### src/rtl/convolution_coprocessor_pkg.sv
// convolution_coprocessor_pkg: shared state type and length helper for the index sequencer.
// Rev 1.0
`default_nettype none

package convolution_coprocessor_pkg;

   typedef enum logic [1:0] {
      IDLE = 2'd0,
      RUN  = 2'd1,
      DONE = 2'd2
   } seq_state_t;

   function automatic int unsigned conv_out_len(input int unsigned nx, input int unsigned nh);
      return nx + nh - 1;
   endfunction

endpackage

`default_nettype wire

### src/rtl/convolution_coprocessor_nested_counter.sv
// convolution_coprocessor_nested_counter: (outer,inner) = (n,k) pair, inner wraps at inner_limit.
// Rev 1.0
`default_nettype none

module convolution_coprocessor_nested_counter #(
   parameter int INNER_W = 5,
   parameter int OUTER_W = 6
) (
   input  logic               clk,
   input  logic               rst,
   input  logic               clear,
   input  logic               advance,
   input  logic [INNER_W:0]   inner_limit,
   input  logic [OUTER_W-1:0] outer_limit,
   output logic [INNER_W-1:0] inner_d,
   output logic [OUTER_W-1:0] outer_d,
   output logic               inner_last,
   output logic               outer_last
);

   logic [INNER_W-1:0] inner_q;
   logic [OUTER_W-1:0] outer_q;

   assign inner_last = ({1'b0, inner_q} == (inner_limit - 1'b1));
   assign outer_last = (outer_q == (outer_limit - 1'b1));

   // Next values are exported so the owner can register outputs decoded from them.
   always_comb begin
      inner_d = inner_q;
      outer_d = outer_q;
      if (clear) begin
         inner_d = '0;
         outer_d = '0;
      end else if (advance) begin
         if (inner_last) begin
            inner_d = '0;
            outer_d = outer_q + 1'b1;
         end else begin
            inner_d = inner_q + 1'b1;
         end
      end
   end

   always_ff @(posedge clk or posedge rst) begin
      if (rst) begin
         inner_q <= '0;
         outer_q <= '0;
      end else begin
         inner_q <= inner_d;
         outer_q <= outer_d;
      end
   end

endmodule

`default_nettype wire

### src/rtl/convolution_coprocessor_index_sequencer.sv
// convolution_coprocessor_index_sequencer: walks (n,k) for y[n] = sum x[k]*h[n-k] and emits addresses/flags.
// Rev 1.0
`default_nettype none

module convolution_coprocessor_index_sequencer
   import convolution_coprocessor_pkg::*;
#(
   parameter int ADDR_WIDTH = 5
) (
   input  logic                  clk,
   input  logic                  rst,
   input  logic                  start_i,
   input  logic [ADDR_WIDTH:0]   size_x_i,
   input  logic [ADDR_WIDTH:0]   size_h_i,
   input  logic                  ready_i,
   output logic                  step_valid_o,
   output logic [ADDR_WIDTH-1:0] addr_x_o,
   output logic [ADDR_WIDTH-1:0] addr_h_o,
   output logic [ADDR_WIDTH:0]   addr_y_o,
   output logic [ADDR_WIDTH+1:0] index_h_o,
   output logic                  index_h_less_than_zero_o,
   output logic                  index_h_out_of_range_o,
   output logic                  acc_clear_o,
   output logic                  y_write_o,
   output logic                  busy_o,
   output logic                  done_o
);

   localparam int SW = ADDR_WIDTH + 1;
   localparam int IW = ADDR_WIDTH + 2;
   localparam logic [SW-1:0] MAX_LEN = SW'(1) << ADDR_WIDTH;

   function automatic logic [SW-1:0] sat_len(input logic [SW-1:0] v);
      return (v > MAX_LEN) ? MAX_LEN : v;
   endfunction

   seq_state_t state_q, state_d;
   logic [SW-1:0] nx_q, nx_d, nh_q, nh_d;
   logic [SW-1:0] ny;
   logic          cnt_clear, cnt_advance, inner_last, outer_last;
   logic [ADDR_WIDTH-1:0] k_d;
   logic [SW-1:0]         n_d;

   logic                  step_valid_q, step_valid_d;
   logic [ADDR_WIDTH-1:0] addr_x_q, addr_x_d, addr_h_q, addr_h_d;
   logic [SW-1:0]         addr_y_q, addr_y_d;
   logic [IW-1:0]         index_h_q, index_h_d;
   logic                  lt0_q, lt0_d, oor_q, oor_d;
   logic                  acc_clear_q, acc_clear_d, y_write_q, y_write_d;
   logic                  busy_q, busy_d, done_q, done_d;
   logic                  run_d;

   assign ny = SW'(conv_out_len(32'(nx_q), 32'(nh_q)));

   convolution_coprocessor_nested_counter #(
      .INNER_W (ADDR_WIDTH),
      .OUTER_W (SW)
   ) u_counter (
      .clk         (clk),
      .rst         (rst),
      .clear       (cnt_clear),
      .advance     (cnt_advance),
      .inner_limit (nx_q),
      .outer_limit (ny),
      .inner_d     (k_d),
      .outer_d     (n_d),
      .inner_last  (inner_last),
      .outer_last  (outer_last)
   );

   always_comb begin
      state_d     = state_q;
      nx_d        = nx_q;
      nh_d        = nh_q;
      cnt_clear   = 1'b0;
      cnt_advance = (state_q == RUN) && ready_i;
      case (state_q)
         IDLE: begin
            if (start_i) begin
               nx_d      = sat_len(size_x_i);
               nh_d      = sat_len(size_h_i);
               cnt_clear = 1'b1;
               state_d   = ((nx_d == '0) || (nh_d == '0)) ? DONE : RUN;
            end
         end
         RUN: begin
            if (cnt_advance && inner_last && outer_last) state_d = DONE;
         end
         DONE:    state_d = IDLE;
         default: state_d = IDLE;
      endcase
   end

   // Outputs are decoded from the next (n,k) and state so every port comes straight from a flop;
   // a stall leaves (n,k) unchanged and therefore re-registers identical values.
   always_comb begin
      run_d        = (state_d == RUN);
      index_h_d    = {1'b0, n_d} - {2'b00, k_d};
      lt0_d        = index_h_d[IW-1];
      oor_d        = !lt0_d && (index_h_d >= {1'b0, nh_d});
      step_valid_d = run_d;
      addr_x_d     = run_d ? k_d : '0;
      addr_y_d     = run_d ? n_d : '0;
      addr_h_d     = (run_d && !lt0_d && !oor_d) ? index_h_d[ADDR_WIDTH-1:0] : '0;
      acc_clear_d  = run_d && (k_d == '0);
      y_write_d    = run_d && ({1'b0, k_d} == (nx_d - 1'b1));
      busy_d       = (state_d != IDLE);
      done_d       = (state_d == DONE);
      if (!run_d) begin
         index_h_d = '0;
         lt0_d     = 1'b0;
         oor_d     = 1'b0;
      end
   end

   always_ff @(posedge clk or posedge rst) begin
      if (rst) begin
         state_q      <= IDLE;
         nx_q         <= '0;
         nh_q         <= '0;
         step_valid_q <= 1'b0;
         addr_x_q     <= '0;
         addr_h_q     <= '0;
         addr_y_q     <= '0;
         index_h_q    <= '0;
         lt0_q        <= 1'b0;
         oor_q        <= 1'b0;
         acc_clear_q  <= 1'b0;
         y_write_q    <= 1'b0;
         busy_q       <= 1'b0;
         done_q       <= 1'b0;
      end else begin
         state_q      <= state_d;
         nx_q         <= nx_d;
         nh_q         <= nh_d;
         step_valid_q <= step_valid_d;
         addr_x_q     <= addr_x_d;
         addr_h_q     <= addr_h_d;
         addr_y_q     <= addr_y_d;
         index_h_q    <= index_h_d;
         lt0_q        <= lt0_d;
         oor_q        <= oor_d;
         acc_clear_q  <= acc_clear_d;
         y_write_q    <= y_write_d;
         busy_q       <= busy_d;
         done_q       <= done_d;
      end
   end

   assign step_valid_o             = step_valid_q;
   assign addr_x_o                 = addr_x_q;
   assign addr_h_o                 = addr_h_q;
   assign addr_y_o                 = addr_y_q;
   assign index_h_o                = index_h_q;
   assign index_h_less_than_zero_o = lt0_q;
   assign index_h_out_of_range_o   = oor_q;
   assign acc_clear_o              = acc_clear_q;
   assign y_write_o                = y_write_q;
   assign busy_o                   = busy_q;
   assign done_o                   = done_q;

endmodule

`default_nettype wire

### config.mk
export PLATFORM = sky130hd
export DESIGN_NAME = convolution_coprocessor_index_sequencer
export DESIGN_NICKNAME = d
export VERILOG_FILES = /design/src/rtl/convolution_coprocessor_pkg.sv /design/src/rtl/convolution_coprocessor_nested_counter.sv /design/src/rtl/convolution_coprocessor_index_sequencer.sv
export SDC_FILE = /design/constraint.sdc
export NUM_CORES = 1
export LEC_CHECK = 0
export BUFFER_PORTS_ARGS = -buffer_cell sky130_fd_sc_hd__buf_2
export CORE_MARGIN = 2
export CORE_UTILIZATION = 52
export DETAILED_ROUTE_END_ITERATION = 6
export GPL_ROUTABILITY_DRIVEN = 0
export PLACE_DENSITY = 0.88
export SYNTH_ARGS = -nofsm -noshare
export SYNTH_HDL_FRONTEND = slang
export SYNTH_SLANG_ARGS = --single-unit
### constraint.sdc
create_clock -name clk -period 3.92 [get_ports clk]
set_input_delay 0.392 -clock clk [delete_from_list [all_inputs] [get_ports clk]]
set_output_delay 0.392 -clock clk [all_outputs]
set_load 0.03 [all_outputs]
### Word-level counts from Yosys, hierarchy flattened

Cells that the tools add are included.

* divide/modulo/power cells: 0
* $lt $le $gt $ge: 3
* equality and inequality tests: 6
* bitwise operators: 0
* reduce and logical (&&, ||, !) cells: 16
* multipliers: 0
* $add $sub $neg: 8
* multiplexer cells: 24
* shift operators: 0

Operators by type and width (count)
* 6-bit two-way mux: 10
* 5-bit two-way mux: 5
* 6-bit by 1-bit subtractor with 6-bit output, second input constant: 4
* 5-bit by 6-bit equality test with 1-bit output: 2
* 6-bit greater-than comparator, second input constant: 2
* 6-bit zero test: 2
* 1-bit logical AND: 8
* 7-bit by 6-bit >= comparator with 1-bit output: 1
* 7-bit two-way mux: 1
* 6-bit by 5-bit subtractor with 7-bit output: 1
* 6-bit by 1-bit adder with 6-bit output, second input constant: 1
* 6-bit adder: 1
* 6-bit equality test: 1
* 2-bit two-way mux: 3
* 5-bit by 1-bit adder with 5-bit output, second input constant: 1
* 5-bit zero test: 1
* 2-bit by 1-bit equality test with 1-bit output, second input constant: 2
* 1-bit two-way mux: 4
* 2-bit case mux with 2 select lines: 1
* 2-bit equality test, second input constant: 1
* 1-bit zero test: 2
* 2-bit zero test: 1
* 2-bit nonzero test: 1
* 1-bit logical OR: 1

* register bits: 55
* memories kept: 0
* memory bits (writable): 0
* input port bits: 16
* bits in latches: 0
* bits in read-only memories: 0

### Depth between registers and ports, before layout

Gate-level depths: netlist of run 1.

* word-level depth: 11
* mapped depth: 20
* mapped depth without buffers: 20

### Hierarchy

From an unflattened synthesis of run 1, not the netlist that was laid out.

* cell total of the unflattened synthesis: 363
* area total of the unflattened synthesis: 3425.8 um^2

By module, submodules not included
* convolution_coprocessor_index_sequencer: cells an instance 244, times used 1, sequential area each 1076.0 um^2, area an instance 2424.8 um^2
* convolution_coprocessor_nested_counter: cells an instance 119, times used 1, sequential area each 275.3 um^2, area an instance 1001.0 um^2

### Worst setup path after synthesis of run 1

Ideal clock, no wire load.

* kind: flip-flop to flip-flop
* from: register nx_q[0]
* to: register addr_h_q[2] (netlist: addr_h_o[2])
* setup time: 0.073 ns
* data arrival time: 4.008 ns
* period minus slack after synthesis: 4.081 ns
* cell stages (with the launch flop): 20
* path slack: -0.161 ns
* cell sequence: dfrtp_1 -> inv_1 -> ha_1 -> and2_1 -> o21a_1 -> o31a_1 -> nor3_4 -> xnor2_1 -> or2_2 -> ha_1 -> inv_1 -> fa_1 -> ha_1 -> a21o_1 -> a21o_1 -> a21o_1 -> a21o_1 -> a21oi_1 -> o311ai_1 -> nor2_1

* longest elaborated chain between the ends: 11

RTL lines
* from (decl): line convolution_coprocessor_index_sequencer.sv:38 `logic [SW-1:0] nx_q, nx_d, nh_q, nh_d;`
* from (signal assigned): line convolution_coprocessor_index_sequencer.sv:134 `nx_q <= nx_d;`
* 6-bit adder or 6-bit by 1-bit subtractor with 6-bit output (tied branches): line convolution_coprocessor_pkg.sv:14, convolution_coprocessor_nested_counter.sv:24
* 6-bit by 1-bit subtractor with 6-bit output or 5-bit by 6-bit equality test with 1-bit output (tied branches): line convolution_coprocessor_pkg.sv:14, convolution_coprocessor_nested_counter.sv:24
* 6-bit by 1-bit subtractor with 6-bit output, or another cell as far along: line convolution_coprocessor_nested_counter.sv:25 `assign outer_last = (outer_q == (outer_limit - 1'b1));`
* 6-bit equality test, or another cell as far along: line convolution_coprocessor_nested_counter.sv:25
* 1-bit logical AND, or another cell as far along: line convolution_coprocessor_index_sequencer.sv:87 `if (cnt_advance && inner_last && outer_last) state_d = DONE;`
* 2-bit two-way mux or 6-bit by 5-bit subtractor with 7-bit output (tied branches): line convolution_coprocessor_index_sequencer.sv:87, convolution_coprocessor_index_sequencer.sv:98
* 2-bit case mux with 2 select lines, or another cell as far along: line convolution_coprocessor_index_sequencer.sv:77 `case (state_q)`
* 2-bit by 1-bit equality test with 1-bit output or 1-bit logical AND (tied branches): line convolution_coprocessor_index_sequencer.sv:97, convolution_coprocessor_index_sequencer.sv:100
* 1-bit logical AND or 1-bit zero test (tied branches): line convolution_coprocessor_index_sequencer.sv:104 `addr_h_d = (run_d && !lt0_d && !oor_d) ? index_h_d[ADDR_WIDTH-1:0] : '0;`
* 1-bit logical AND: line convolution_coprocessor_index_sequencer.sv:104
* 5-bit two-way mux *: line convolution_coprocessor_index_sequencer.sv:104
* net addr_h_d[2]: line convolution_coprocessor_index_sequencer.sv:45 `logic [ADDR_WIDTH-1:0] addr_x_q, addr_x_d, addr_h_q, addr_h_d;`
* to (signal assigned): line convolution_coprocessor_index_sequencer.sv:138 `addr_h_q <= addr_h_d;`
* to (decl): line convolution_coprocessor_index_sequencer.sv:45

The timed path passes the listed nets; every way through them passes the cells marked *.

### Worst setup path in the final report of run 1

* from: register nx_q[0]
* to: register addr_h_q[1] (netlist: addr_h_o[1])

* longest elaborated chain between the ends: 11

RTL lines
* 6-bit by 1-bit subtractor with 6-bit output *: line convolution_coprocessor_nested_counter.sv:24 `assign inner_last = ({1'b0, inner_q} == (inner_limit - 1'b1));`
* 5-bit by 6-bit equality test with 1-bit output *: line convolution_coprocessor_nested_counter.sv:24
* 6-bit two-way mux *: line convolution_coprocessor_nested_counter.sv:35 `if (inner_last) begin`
* 6-bit two-way mux *: line convolution_coprocessor_nested_counter.sv:34 `end else if (advance) begin`
* 6-bit two-way mux *: line convolution_coprocessor_nested_counter.sv:31 `if (clear) begin`
* net n_d[2]: line convolution_coprocessor_index_sequencer.sv:42 `logic [SW-1:0] n_d;`
* 6-bit by 5-bit subtractor with 7-bit output *: line convolution_coprocessor_index_sequencer.sv:98 `index_h_d = {1'b0, n_d} - {2'b00, k_d};`
* 7-bit by 6-bit >= comparator with 1-bit output or 1-bit zero test (tied branches): line convolution_coprocessor_index_sequencer.sv:100, convolution_coprocessor_index_sequencer.sv:104
* 1-bit logical AND: line convolution_coprocessor_index_sequencer.sv:100 `oor_d = !lt0_d && (index_h_d >= {1'b0, nh_d});`
* 1-bit zero test: line convolution_coprocessor_index_sequencer.sv:104
* 1-bit logical AND *: line convolution_coprocessor_index_sequencer.sv:104
* 5-bit two-way mux *: line convolution_coprocessor_index_sequencer.sv:104
* net addr_h_d[1]: line convolution_coprocessor_index_sequencer.sv:45

Marks and branches as above.

==> flow_summary.ini, run 1 <==
[run_status]
status = complete, but fails checks
violations = negative setup slack

[floorplan]
die-area_mm2 = 0.006720
die_h_um = 81.98
core_area_mm2 = 0.005886
rows = 28
io-pin-count = 46
initial_core_util = 0.5372
die_x_um = 81.98

[clock_tree]
numCtsBuffers = 5
cts_tree = yes
clock-sinks = 54
root_buffer = clkbuf_8
htreeDepth = 2
clk_path_buf_depth = 2
clkTransAtPathRegs_ns = 0.10
clk_latency_ns = 0.31

[setup_path]
worst_setup_path_end_kind = register
critPathArrivalTime_ns = 4.52
slowest_stage = dfrtp_1
crit_path_max_fanout = 4
critPathRequiredTime_ns = 4.14
cp_cell_sequence = inv_1, ha_2, xnor2_1, nor2_1, nand4_4, nor3_4, buf_4, nand2_2, xor2_2, nor2_2, ha_4, a21o_1, a21o_1, a21oi_2, xor2_1, ha_1, a21oi_4, o31ai_4, nor3_1
path_delay_family = simple AND/OR/NAND/NOR gates
crit_top_cell = a21o_1
crit_buf_inv = 2
max_stage_delay_ns = 0.41
critical_path_class = register to register
cp-start-kind = register

[synthesis]
syn_area_per_cell_um2 = 10.07
synth_commonest_cells = 54 x dfrtp_1, 38 x inv_1, 26 x nor2_1
synth.most_common_cell = dfrtp_1
yosysTopAreaCell = dfrtp_1
synth_flop_cell = dfrtp_1
synthArstFlopShare = 1.000
yosysSeqAreaShare = 0.4274
syn_inst = 314
syn-cell-area_mm2 = 0.003162
syn-num-nets = 356
synth_enable_flop_cells = 0
synth_cell_types = 56
ys_ff_latch = 54
ys_top_cells_by_area = dfrtp_1 43%, ha_1 9.5%, xnor2_1 5.0%
yosysWarnings = 0
synth_top_area_share = 0.4274

[global_route]
grt_pass1_vias = 2776
grt_overflow_total = 0
grt_start_max_net_pins = 55
track_usage = 0.2763
grt_pass1_wl_mm = 13.81
antenna_found_initial = 0

[timing]
max_freq_mhz = 232.5
layout_setup_ws_ns = -0.3803
relSlewSlack = 0.2480
hold_ws_ns = 0.3534
rsz0062_at_grt = true
clock_skew_ns = 0.009176
finalCritPeriodShare = 1.097
period_needed_ns = 4.300
drv_slew = 0
setup_violations = 6
hold_violations = 0
tightest_slew_ns = 1.126

[job]
maxCapViolations = 0

[drt]
drcViolationCount = 0
ant_nets = 0
first_iter_violations = 267
routed_wl_mm = 9.451
vias_per_cell = 5.764
firstDrtPassIters = 5
wl_per_cell_um = 19.41
via_count = 2807

[pwr]
p_switching_mw = 1.929
max-vdd-ir-drop_mv = 0.8405
switching_share = 0.4536
p_int_mw = 2.323
seqPwrFrac = 0.201
power.total_mw = 4.252
power_leakage_nw = 2.112
clockPowerShare = 0.075
p_per_area_mw_per_mm2 = 1028
p_comb_frac = 0.724

[final_layout]
multi_input_area_mm2 = 0.001821
nets = 453
seq_area_mm2 = 0.001351
fillers = 373
layout-drive-gt1-share = 0.3762
num_antenna_cells = 0
areaGrowthSynthToFinish_pct = 30.83

[place]
place_hpwl_mm = 5.645
numPortBuffers = 45
place_ws_ns = -0.2293

[worst_hold_path]
min_path_type = input port to async pin
[cells by family after synthesis]
family / synth area share
muxes: 0.02414
DFF: 0.4274
and+or+nand+nor: 0.1911
adders and majority gates: 0.1076
xor gates and xnor gates: 0.08825
buffers and inverters: 0.06174
AOI/OAI and AO/OA: 0.09973
[layer usage]
metal / share of wire / vias up / GRT usage
li1: - / 1249 / -
met1: 0.38 / 1350 / 0.3477
met2: 0.50 / 167 / 0.4593
met3: 0.079 / 41 / 0.04945
met4: 0.041 / 0 / 0.1350
met5: 0 / - / 0
[state kept, by name, indices dropped and copies added (netlist names), 2 cells and up]
name / count
addr_h_o: 5
nh_q: 6
index_h_o: 7
u_counter.inner_q: 5
addr_x_o: 5
nx_q: 6
state_q: 2
u_counter.outer_q: 6
addr_y_o: 6
[through the flow]
stage / setup TNS [ns] / instance area [um^2] / instances / utilization
2_1_floorplan: -0.3792 / 3221 / 314 / -
3_3_place_gp: -0.3926 / 3735 / 457 / 0.6346
3_5_place_dp: -1.194 / 3735 / 457 / 0.6346
4_1_cts: -1.028 / 3986 / 480 / 0.6773
5_1_grt: -2.891 / 4136 / 487 / 0.7028
6_report: -1.845 / 4136 / 487 / 0.7028
[power groups by stage]
| stage | registers [mW] | clock network (mW) | logic (mW) |
|---|---|---|---|
| after detailed placement | 0.850 | 0 | 2.40 |
| final | 0.854 | 0.321 | 3.08 |
| after global placement | 0.846 | 0 | 2.29 |
| after CTS | 0.839 | 0.319 | 2.66 |
| after global routing | 0.867 | 0.342 | 3.30 |
| after floorplan | 1.02 | 0 | 1.50 |
[worst paths after layout]
check,from,end,cells after the start,slack [ns]
max reg2reg,nx_q[0],addr_h_o[1],19,-0.38
max in group asynchronous,rst,addr_x_o[4],2,2.86
min,rst,u_counter.outer_q[2],2,0.35
min in group clk,size_h_i[0],nh_q[0],3,0.37
min reg2reg,nh_q[0],nh_q[0],2,0.59
max,nx_q[0],addr_h_o[1],19,-0.38
[timing repair]
| action | CTS | global route |
|---|---|---|
| resized for setup | 10 | 15 |
| pin swaps | 12 | 13 |
| setup buffers | 15 | 7 |
| hold buffers | 0 | 0 |
| endpoints found under the setup margin | 6 | 8 |
[area by class of cell]
class | count | share of cell area
inverters | 40 | 0.03690
multi-input cells | 211 | 0.4401
flip-flops and latches | 54 | 0.3267
well taps | 75 | 0.02269
clock inverters | 3 | 0.004537
repair buffers | 99 | 0.1525
clock buffers | 5 | 0.01664
[layout by cell type, fill, tap and decap left out, types with 2 or more instances in the layout]
cell / n
o21ai_1: 2
mux2i_1: 4
nor2_1: 23
ha_4: 5
a21o_1: 11
and2_4: 2
o21ai_0: 5
clkbuf_8: 5
ha_1: 18
inv_2: 4
o21a_1: 6
nand2_1: 13
a21oi_1: 7
nand3b_1: 3
inv_1: 35
clkinv_2: 2
nor3b_1: 3
xnor2_2: 4
nand4_1: 6
buf_4: 54
a21oi_2: 2
nor2_4: 3
nand2b_1: 6
nor4_1: 3
or3_1: 2
xnor2_1: 15
nand3_1: 4
and2_1: 2
xor2_1: 11
nor3_1: 11
or4_1: 2
nor3_2: 4
buf_2: 45
dfrtp_1: 54
[worst register-to-register path, cell delays in order (launching register included)]
cell	delay [ns]
dfrtp_1	0.41
inv_1	0.08
ha_2	0.29
xnor2_1	0.16
nor2_1	0.24
nand4_4	0.18
nor3_4	0.30
buf_4	0.18
nand2_2	0.06
xor2_2	0.16
nor2_2	0.21
ha_4	0.27
a21o_1	0.24
a21o_1	0.20
a21oi_2	0.17
xor2_1	0.21
ha_1	0.30
a21oi_4	0.24
o31ai_4	0.11
nor3_1	0.19
Power figures use the tool's default switching activity.
==> run 2, diff against run 1 <==
--- a/config.mk
+++ b/config.mk
@@ -9,7 +9,8 @@
 export CORE_MARGIN = 2
 export CORE_UTILIZATION = 52
+export CTS_BUF_LIST = sky130_fd_sc_hd__clkbuf_16
 export DETAILED_ROUTE_END_ITERATION = 6
 export GPL_ROUTABILITY_DRIVEN = 0
-export PLACE_DENSITY = 0.88
+export PLACE_DENSITY = 0.77
 export SYNTH_ARGS = -nofsm -noshare
 export SYNTH_HDL_FRONTEND = slang
==> constraint.sdc (replaced) <==
create_clock -name clk -period 3.92 [get_ports clk]
set_input_delay 0.392 -clock clk [delete_from_list [all_inputs] [get_ports clk]]
set_output_delay 0.392 -clock clk [all_outputs]
set_load 0.01 [all_outputs]
==> run 2 against run 1 <==
Compared with the run above:
- clock-buffer cell count is the same
- clock power grew 34%
- critical path depth down 2
- the flow still finishes with violations (negative setup slack)
- non-clock buffer count up 2
- via count fell by 4.1%
==> flow_summary.ini, run 2 (synthesis gave the netlist of run 1 again) <==
[run_status]
status = complete, but fails checks
violations = negative setup slack

[setup_path]
critPathRequiredTime_ns = 4.12
critPathArrivalTime_ns = 4.61
cp-start-kind = register
r2r_end = addr_h_o[0]
crit_path_max_fanout = 3
r2r_cells = 17
r2r_slack_ns = -0.49
crit_top_cell = a21o_1
cp_cell_sequence = or4_4, or3_4, nand4_4, nor2_4, buf_4, o21ai_1, inv_1, ha_1, a21o_1, a21o_1, a21o_1, a21oi_1, xor2_1, ha_1, a21oi_4, o31ai_4, nor3_2
max_stage_delay_ns = 0.55
path_delay_family = simple AND/OR/NAND/NOR gates
critical_path_class = register to register
worst_setup_path_end_kind = register
reg2reg_from = nx_q[1]
slowest_stage = or4_4
crit_buf_inv = 2

[timing]
drv_slew = 0
rsz0062_at_grt = true
relSlewSlack = 0.2666
hold_violations = 0
setup_violations = 7
max_freq_mhz = 227.0
tightest_slew_ns = 1.098
period_needed_ns = 4.405
hold_ws_ns = 0.3735
clock_skew_ns = 0.005037
layout_setup_ws_ns = -0.4851
finalCritPeriodShare = 1.124
tns_ns = -2.395

[global_route]
grt_overflow_total = 0
grt_start_max_net_pins = 55
antenna_found_initial = 0
grt_pass1_wl_mm = 12.97
track_usage = 0.2633
grt_pass1_vias = 2681

[floorplan]
die_h_um = 81.98
io-pin-count = 46
rows = 28
die_x_um = 81.98
die-area_mm2 = 0.006720
initial_core_util = 0.5372
core_area_mm2 = 0.005886

[final_layout]
final_core_util = 0.7145
fillers = 413
seq_area_mm2 = 0.001353
layout-drive-gt1-share = 0.3705
nets = 455
areaGrowthSynthToFinish_pct = 33.00
final_cell_mix = 53 x dfrtp_1, 53 x buf_4, 45 x buf_2, 34 x inv_1, 22 x nor2_1
largest_reg_flops = 7
num_antenna_cells = 0
multi_input_area_mm2 = 0.001810

[clock_tree]
htreeDepth = 2
clk_latency_ns = 0.29
numCtsBuffers = 5
cts_tree = yes
cts_hold_buf = 0
clkTransAtPathRegs_ns = 0.07
clk_path_buf_depth = 2
clock-sinks = 54
root_buffer = clkbuf_16

[pwr]
p_comb_frac = 0.692
power.total_mw = 4.174
seqPwrFrac = 0.205
p_switching_mw = 1.747
p_per_area_mw_per_mm2 = 992.6
max-vdd-ir-drop_mv = 0.6621
power_leakage_nw = 2.149
clockPowerShare = 0.103
switching_share = 0.4185
p_int_mw = 2.427

[drt]
routed_wl_mm = 8.685
drcViolationCount = 0
vias_per_cell = 5.516
via_count = 2692
firstDrtPassIters = 4
first_iter_violations = 183
wl_per_cell_um = 17.80
ant_nets = 0

[worst_hold_path]
min_path_type = input port to async pin

[job]
maxCapViolations = 0

[place]
numPortBuffers = 45
place_hpwl_mm = 5.602
place_ws_ns = -0.3071
run 2: cell types whose count changed in the layout (fill, tap and decap cells not counted), moves of 2 or more:
| cell | delta |
|---|---|
| clkbuf_16 | +5 |
| nor2_2 | +2 |
| clkbuf_8 | -5 |
| ha_1 | +2 |
| nor3_1 | +2 |
| nor3_2 | -2 |
| buf_6 | +3 |
| a21oi_2 | -2 |
run 2: through the flow:
stage	area (um^2)	std cells
after floorplan	3221	314
after global placement	3750	459
after detailed placement	3750	459
after CTS	4035	481
after global routing	4205	488
final	4205	488
run 2: repair_timing:
action                     4_1_cts  5_1_grt
hold endpoints to repair         0        0
pin swaps                       17       19
setup endpoints to repair        6        8
cloned                           0        0
resized for setup                8       20
buffers inserted                15        9
run 2: worst max-delay path by stage:
| stage | start | slack, ns | depth (start not counted) | endpoint |
|---|---|---|---|---|
| 2_1_floorplan | nx_q[2] | -0.09 | 17 | addr_h_o[2] |
| 3_3_place_gp | nx_q[0] | -0.14 | 20 | addr_h_o[2] |
| 3_5_place_dp | nx_q[0] | -0.31 | 18 | addr_h_o[3] |
| 4_1_cts | nx_q[1] | -0.17 | 20 | addr_h_o[3] |
| 5_1_grt | nx_q[1] | -0.66 | 19 | addr_h_o[0] |
| 6_report | nx_q[1] | -0.49 | 17 | addr_h_o[0] |
run 2: power groups by stage:
| stage | clock (mW) | sequential, mW | combinational, mW |
|---|---|---|---|
| global placement | 0 | 0.850 | 2.17 |
| CTS | 0.432 | 0.844 | 2.51 |
| finish | 0.431 | 0.856 | 2.89 |
| detailed placement | 0 | 0.854 | 2.25 |
| floorplan | 0 | 0.886 | 1.49 |
| global route | 0.451 | 0.868 | 3.13 |
run 2: routing by layer:
metal	vias up	track usage	share of wire
met5	-	0	0
met3	30	0.03516	0.039
met2	79	0.4667	0.53
met1	1331	0.3212	0.40
met4	0	0.1100	0.036
li1	1252	-	-
run 2: cell type report:
| class | instances | share of cell area |
|---|---|---|
| well taps | 75 | 0.02231 |
| multi-input cells | 211 | 0.4305 |
| clock buffers | 5 | 0.02975 |
| clock inverters | 2 | 0.003273 |
| repair buffers | 101 | 0.1562 |
| flip-flops and latches | 54 | 0.3216 |
| inverters | 40 | 0.03630 |
